**src/rtl/div_pkg.sv**
```systemverilog
// Shared types and constants for the iterative 32-bit divider.
// Holds the FSM state encoding, bus widths and an operand-magnitude helper.
package div_pkg;

    localparam int REG_W    = 32;
    localparam int DREG_W   = 64;
    localparam int CNT_W    = 6;
    localparam logic [CNT_W-1:0] LAST_ITER = 6'd32;

    localparam logic DIV_RESULT_READY     = 1'b1;
    localparam logic DIV_RESULT_NOT_READY = 1'b0;
    localparam logic DIV_START            = 1'b1;
    localparam logic DIV_STOP             = 1'b0;

    typedef enum logic [1:0] {
        DIV_FREE    = 2'b00,
        DIV_BY_ZERO = 2'b01,
        DIV_ON      = 2'b10,
        DIV_END     = 2'b11
    } div_state_t;

    // 0x80000000 maps to itself, which is the correct unsigned magnitude.
    function automatic logic [REG_W-1:0] magnitude(input logic is_signed,
                                                   input logic [REG_W-1:0] op);
        return (is_signed && op[REG_W-1]) ? (~op + 1'b1) : op;
    endfunction

endpackage

```
**src/rtl/div.sv**
```systemverilog
// Iterative restoring divider for DIV/DIVU: one quotient bit per clock,
// a sign-correction edge at the end, and abort via annul or a dropped start.
module div
    import div_pkg::*;
(
    input  logic                clk,
    input  logic                rst,
    input  logic                signed_div_i,
    input  logic [REG_W-1:0]    opdata1_i,
    input  logic [REG_W-1:0]    opdata2_i,
    input  logic                start_i,
    input  logic                annul_i,
    output logic [DREG_W-1:0]   result_o,
    output logic                ready_o
);

    div_state_t         state, state_n;
    logic [CNT_W-1:0]   cnt, cnt_n;
    logic [DREG_W:0]    dividend, dividend_n;
    logic [REG_W-1:0]   divisor, divisor_n;
    logic               neg_quot, neg_quot_n;
    logic               neg_rem, neg_rem_n;
    logic [DREG_W-1:0]  result_n;
    logic               ready_n;
    logic [REG_W:0]     diff;
    logic [REG_W-1:0]   quot, rem;

    assign diff = {1'b0, dividend[63:32]} - {1'b0, divisor};
    assign quot = dividend[31:0];
    assign rem  = dividend[64:33];

    always_comb begin
        state_n    = state;
        cnt_n      = cnt;
        dividend_n = dividend;
        divisor_n  = divisor;
        neg_quot_n = neg_quot;
        neg_rem_n  = neg_rem;
        result_n   = result_o;
        ready_n    = ready_o;

        case (state)
            DIV_FREE: begin
                if (start_i == DIV_START && !annul_i) begin
                    if (opdata2_i == '0) begin
                        state_n = DIV_BY_ZERO;
                    end else begin
                        state_n    = DIV_ON;
                        cnt_n      = '0;
                        divisor_n  = magnitude(signed_div_i, opdata2_i);
                        dividend_n = {32'b0, magnitude(signed_div_i, opdata1_i), 1'b0};
                        neg_quot_n = signed_div_i && (opdata1_i[31] ^ opdata2_i[31]);
                        neg_rem_n  = signed_div_i && opdata1_i[31];
                    end
                end
            end
            DIV_BY_ZERO: begin
                if (annul_i || start_i == DIV_STOP) begin
                    state_n  = DIV_FREE;
                    result_n = '0;
                    ready_n  = DIV_RESULT_NOT_READY;
                end else begin
                    state_n  = DIV_END;
                    result_n = '0;
                    ready_n  = DIV_RESULT_READY;
                end
            end
            DIV_ON: begin
                if (annul_i || start_i == DIV_STOP) begin
                    state_n  = DIV_FREE;
                    result_n = '0;
                    ready_n  = DIV_RESULT_NOT_READY;
                end else if (cnt != LAST_ITER) begin
                    // A negative trial difference means the divisor did not fit: shift in 0.
                    if (diff[REG_W])
                        dividend_n = {dividend[63:0], 1'b0};
                    else
                        dividend_n = {diff[31:0], dividend[31:0], 1'b1};
                    cnt_n = cnt + 1'b1;
                end else begin
                    result_n = {neg_rem  ? (~rem  + 1'b1) : rem,
                                neg_quot ? (~quot + 1'b1) : quot};
                    ready_n  = DIV_RESULT_READY;
                    state_n  = DIV_END;
                end
            end
            DIV_END: begin
                if (start_i == DIV_STOP) begin
                    state_n  = DIV_FREE;
                    result_n = '0;
                    ready_n  = DIV_RESULT_NOT_READY;
                end
            end
            default: state_n = DIV_FREE;
        endcase
    end

    always_ff @(posedge clk or negedge rst) begin
        if (!rst) begin
            state    <= DIV_FREE;
            cnt      <= '0;
            dividend <= '0;
            divisor  <= '0;
            neg_quot <= 1'b0;
            neg_rem  <= 1'b0;
            result_o <= '0;
            ready_o  <= DIV_RESULT_NOT_READY;
        end else begin
            state    <= state_n;
            cnt      <= cnt_n;
            dividend <= dividend_n;
            divisor  <= divisor_n;
            neg_quot <= neg_quot_n;
            neg_rem  <= neg_rem_n;
            result_o <= result_n;
            ready_o  <= ready_n;
        end
    end

endmodule

```
**config.mk**
```make
export PLATFORM = sky130hd
export DESIGN_NAME = div
export DESIGN_NICKNAME = d
export VERILOG_FILES = /design/src/rtl/div_pkg.sv /design/src/rtl/div.sv
export SDC_FILE = /design/constraint.sdc
export NUM_CORES = 1
export LEC_CHECK = 0
export ABC_AREA = 1
export CORE_MARGIN = 2
export CORE_UTILIZATION = 50
export CTS_BUF_LIST = sky130_fd_sc_hd__clkbuf_4
export DETAILED_ROUTE_END_ITERATION = 12
export PLACE_DENSITY = 0.72
export SYNTH_ARGS = -nofsm -noshare
export SYNTH_HDL_FRONTEND = slang
export SYNTH_SLANG_ARGS = --single-unit
export TNS_END_PERCENT = 10
```
**constraint.sdc**
```tcl
create_clock -name clk -period 3.52 [get_ports clk]
set_input_delay 0.88 -clock clk [delete_from_list [all_inputs] [get_ports clk]]
set_output_delay 0.88 -clock clk [all_outputs]
set_load 0.005 [all_outputs]
```
* Yosys cells after proc, flatten, opt, wreduce, memory -nomap -nowiden
Index checks and enable logic that the tools add are counted.
** Storage, ports and cells
- Flip-flop bits (word level) :: 172
- Bits in latches :: 0
- Memory bits (writable) :: 0
- ROM bits :: 0
- Bits of input ports :: 69
- Output and inout port bits :: 65
- Word-level logic and storage cells :: 76
- Memories kept :: 0
** Operators by class
- $add $sub $neg :: 6
- Multipliers :: 0
- Div/mod/pow operators :: 0
- Order comparisons :: 0
- Eq/ne operators :: 10
- Shifts and indexed selects :: 0
- Muxes and demuxes :: 31
- Bitwise gates (word level) :: 7
- Reductions and logical operators :: 14
** Operators by type and width (number)
- $mux W65 :: 5
- $mux W64 :: 3
- $pmux W64 S3 :: 1
- $pmux W65 S2 :: 1
- $add A32 B1 Y32 const B :: 4
- $mux W32 :: 4
- $not A32 Y32 :: 4
- $sub A32 B32 Y33 :: 1
- $logic_not A32 Y1 :: 1
- $mux W6 :: 4
- $mux W2 :: 6
- $pmux W6 S2 :: 1
- $ne A2 B2 Y1 const B :: 5
- $reduce_and A3 Y1 :: 3
- $pmux W2 S4 :: 1
- $add A6 B1 Y6 const B :: 1
- $ne A6 B6 Y1 const B :: 1
- $reduce_and A5 Y1 :: 1
- $eq A2 B2 Y1 const B :: 2
- $logic_and A1 B1 Y1 :: 4
- $mux W1 :: 4
- $ne A3 B3 Y1 const B :: 1
- $pmux W1 S3 :: 1
- $reduce_bool A3 Y1 :: 1
- 7 further kinds :: 8

* Logic depth before layout (Yosys ltp)
- Word-level depth :: 6
- Depth in mapped cells :: 17
- Depth with buffers taken out :: 16

* Least setup slack after synthesis
Ideal clock, no wire load.
- Kind :: input port to flip-flop
- Start :: in opdata2_i[1]
- End :: reg dividend[11]
- Library setup time :: 116 ps
- Arrival time :: 2195 ps
- Required time :: 3404 ps
- Slack :: 1209 ps
- Stages on the path :: 13
- Buffers on the path :: 2
- Cells stage by stage :: inv_1 > ha_1 > nand2_1 > nor2_2 > nand3_2 > nor2_4 > nand4_2 > nand2_4 > inv_2 > buf_6 > buf_6 > nand2_1 > nand2_1
** On the way
- Cells in the longest elaborated chain, start to end :: 3
** Ends and longest elaborated chain
- start, declared :: line div.sv:10 : input logic [REG_W-1:0] opdata2_i,
- $logic_not A32 Y1 :: line div.sv:45 : if (opdata2_i == '0) begin
- $ne A2 B2 Y1 (no source line)
- $reduce_and A5 Y1 (no source line)
- end signal, assigned :: line div.sv:111 : dividend <= dividend_n;
- end, declared :: line div.sv:19 : logic [DREG_W:0] dividend, dividend_n;
Every way passes these cells.
A chain may end at the register's enable or synchronous reset.

* Final worst setup path
- Start :: reg divisor[0]
- End :: reg dividend[49]
** On the way
- Cells in the longest elaborated chain, start to end :: 5
** Ends and longest elaborated chain
- start, declared :: line div.sv:20 : logic [REG_W-1:0] divisor, divisor_n;
- start signal, assigned :: line div.sv:112 : divisor <= divisor_n;
- $sub A32 B32 Y33 :: line div.sv:28 : assign diff = {1'b0, dividend[63:32]} - {1'b0, divisor};
- $mux W65 :: line div.sv:75 : if (diff[REG_W])
- $mux W65 :: line div.sv:73 : end else if (cnt != LAST_ITER) begin
- $mux W65 :: line div.sv:69 : if (annul_i || start_i == DIV_STOP) begin
- $pmux W65 S2 :: line div.sv:42 : case (state)
Every way passes these cells. The select of a mux whose other input is x is not followed.

==> summary.txt <==
Status - finished, final reports clean
DRC - 0
DP Cell Count - 2542
Area Overhead vs Synth - 15.0%
Initial antenna violation count - 1
Via count - 13.3k
Worst slew pin tran - 0.707 ns
Leakage - 0.00805 µW
Vias in the first global route - 12.0k
Chip width - 166 µm
RR Endpoint - dividend[49]$_DFFE_PN0P_
Pin count of the biggest net entering global routing - 82
Clock skew - 0.0434 ns
Power share of the combinational group - 51.1%
Cts bufs inserted - 17
Gpl congestion - 0.989
Clock Path Buffers - 2
Power Total - 8480 µW
Clock network fraction of total power - 14.0%
Synth Register Bits - 172
Startpoint types - flip-flop
First-pass GRT wire length - 60.9 mm
Post_cts resized - 0
WP data required - 3.99 ns
Antenna-violating nets left - 0
Internal power - 4400 µW
Number of I/O port buffers - 133
Hpwl dp - 30.0 mm
GR Util All Layers - 26.9%
Synthesized area - 13200 µm²
Sw Share - 48.1%
Seq pwr share - 34.8%
Final instance area - 15200 µm²
Clk slew on worst S/H paths - 0.17 ns
Area of placed instances - 14900 µm²
Die Ht - 166 µm
Most common cell after layout, fill and taps aside - nand2_1
Relative slew slack - 52.8%
Worst min-delay path class - in -> async
Worst Reg-to-Reg Cells - 15
Iteration count of the initial detailed-routing pass - 5
Seq/Total Area, Yosys - 32.7%
RR Startpoint - divisor[0]$_DFFE_PN0P_
Number of setup buffers added after CTS - 0
Tmin final - 2.89 ns
CTS tree - yes
Post-Route Setup TNS - 0 ns
CP max FO - 24
RSZ-0062 raised after global routing - no
Root buffer cell - clkbuf_4
H-tree Lvls - 4
Final Hold Vio Count - 0
Syn_area_per_cell - 6.25 µm²
Synth cell types - 40
Clk sinks - 172
Starting Density - 50.7%
Final #Nets - 2339
Clk Latency, worst-skew pair - 0.61 ns
DIE AREA - 27700 µm²
Peak Freq - 346 MHz
Pins Over Slew Limit - 0
Critical Path AT - 3.36 ns
Syn Nets - 2222
Drt total wl - 37.4 mm
Setup CP Type - reg -> reg
Cts-stage hold buffer count - 0
R2R Setup Slk - 0.63 ns
Layout cells sized above 1 - 3.35%
Gr ovfl total - 0
Core area - 26000 µm²
DRT iter0 DRCs - 1036
Via density - 5.18
CP Capture Type - flip-flop
Synth Instances - 2109
Layout Cells excl Fill - 2574
# setup viols final - 0
Net Sw Power - 4080 µW
Num ports - 134
MaxCap Viol Count - 0
Power Density - 560 nW/µm²
Most frequent cells in the layout - 775 x nand2_1, 287 x inv_1, 207 x nand3_1
Row cnt - 59
Wire per inst - 14.5 µm
Synth warnings - 0
Final clock period utilization by the worst path - 82.0%
VDD IR max - 0.298 mV
-- state kept, by name, summed over array words and instances, names as in the netlist --
signal	count
neg_rem	1
ready_o	1
cnt	6
state	2
neg_quot	1
divisor	32
result_o	64
dividend	65
-- logic make-up (layout without fill, tap and decap cells) --
family,Yosys count,in the layout,share of synthesized area [%]
buf+inv,354,483,10.5
compound gates,208,208,8.45
fa+ha+maj,44,44,4.23
xor+xnor,78,78,5.18
flops,172,172,32.7
other cells,0,1,0
simple gates,1253,1253,39.0
-- power by group through the flow --
stage          clock, µW  sequential [µW]  combinational, µW
6_report            1190             2950               4340
5_1_grt             1280             3020               4910
4_1_cts             1200             2930               4300
3_5_place_dp           0             2980               4280
3_3_place_gp           0             2960               4210
2_1_floorplan          0             2810               3060
-- area by class of cell --
class | instances | area [µm²]
repair buffers | 156 | 1540
multi-input cells | 1583 | 7500
clock inverters | 13 | 143
fillers | 2599 | 10800
flip-flops and latches | 172 | 4300
diodes | 1 | 2.50
clock buffers | 18 | 135
well taps | 335 | 419
inverters | 296 | 1110
-- Yosys cell counts --
cell	instances	area share, %
nand2_4	1	0.085
a31oi_1	2	0.095
clkbuf_1	24	0.68
a21oi_1	42	1.6
nor2_4	2	0.17
inv_2	5	0.14
buf_4	1	0.057
nand4_1	26	1.2
a22o_1	7	0.47
buf_2	26	0.99
inv_1	288	8.2
fa_1	1	0.15
a22oi_1	1	0.057
nand3_2	2	0.15
o31ai_1	8	0.46
or2_0	1	0.047
dfrtp_1	172	33
clkinv_1	3	0.085
nor3_1	17	0.65
xor2_1	59	3.9
nor2_1	205	5.8
nand2_1	775	22
nor4_1	3	0.14
nand3_1	207	7.9
o21ai_0	132	5.0
nand3b_1	5	0.28
o211ai_1	1	0.057
a21o_1	1	0.057
or2_2	3	0.14
nand2_2	2	0.095
xnor2_1	19	1.3
ha_1	43	4.1
o21ai_2	3	0.20
nor2_2	3	0.14
o21ai_1	8	0.30
o22ai_1	2	0.095
nand4_2	1	0.095
buf_6	2	0.17
buf_1	5	0.14
o21bai_1	1	0.057
-- worst max-delay path, stage by stage, from the launching register on --
cell and delay [ns]:
dfrtp_1 0.47, ha_1 0.22, fa_1 0.36, inv_1 0.12, nand2_1 0.09, nand2_1 0.07
nand3b_1 0.08, nand2_1 0.16, nand2_1 0.10, nand2_1 0.10, nand2_1 0.08, nand2_2 0.26
buf_4 0.32, nand3_1 0.14, nand3_1 0.11, nand2_1 0.06
-- through the flow --
stage	hold slack [ns]	utilization [%]	worst slack, ns
4_1_cts	0.0551	58.3	0.699
2_1_floorplan	0.449	-	1.21
5_1_grt	0.0428	58.3	0.437
3_3_place_gp	0.461	57.2	0.329
3_5_place_dp	0.466	57.2	0.244
6_report	0.0567	58.3	0.633
-- routing by layer --
metal  share of wire, %  vias up  global-route usage, %
met5                  0        -                      0
met3                7.1       42                   3.93
li1                   -     6851                      -
met1                 51     6036                   43.1
met4                1.4        0                   5.55
met2                 40      415                   38.2
-- worst max-delay path by stage --
stage                              from                       end  slack, ns  depth (start not counted)
2_1_floorplan              opdata2_i[1]  dividend[11]$_DFFE_PN0P_       1.21                         13
3_3_place_gp               opdata2_i[0]        cnt[2]$_DFFE_PN0P_       0.33                         12
3_5_place_dp               opdata2_i[0]        cnt[2]$_DFFE_PN0P_       0.24                         12
4_1_cts          divisor[0]$_DFFE_PN0P_  dividend[49]$_DFFE_PN0P_       0.70                         15
5_1_grt        dividend[33]$_DFFE_PN0P_  dividend[49]$_DFFE_PN0P_       0.44                         15
6_report         divisor[0]$_DFFE_PN0P_  dividend[49]$_DFFE_PN0P_       0.63                         15
No activity file was read; power rests on OpenSTA's default activity.
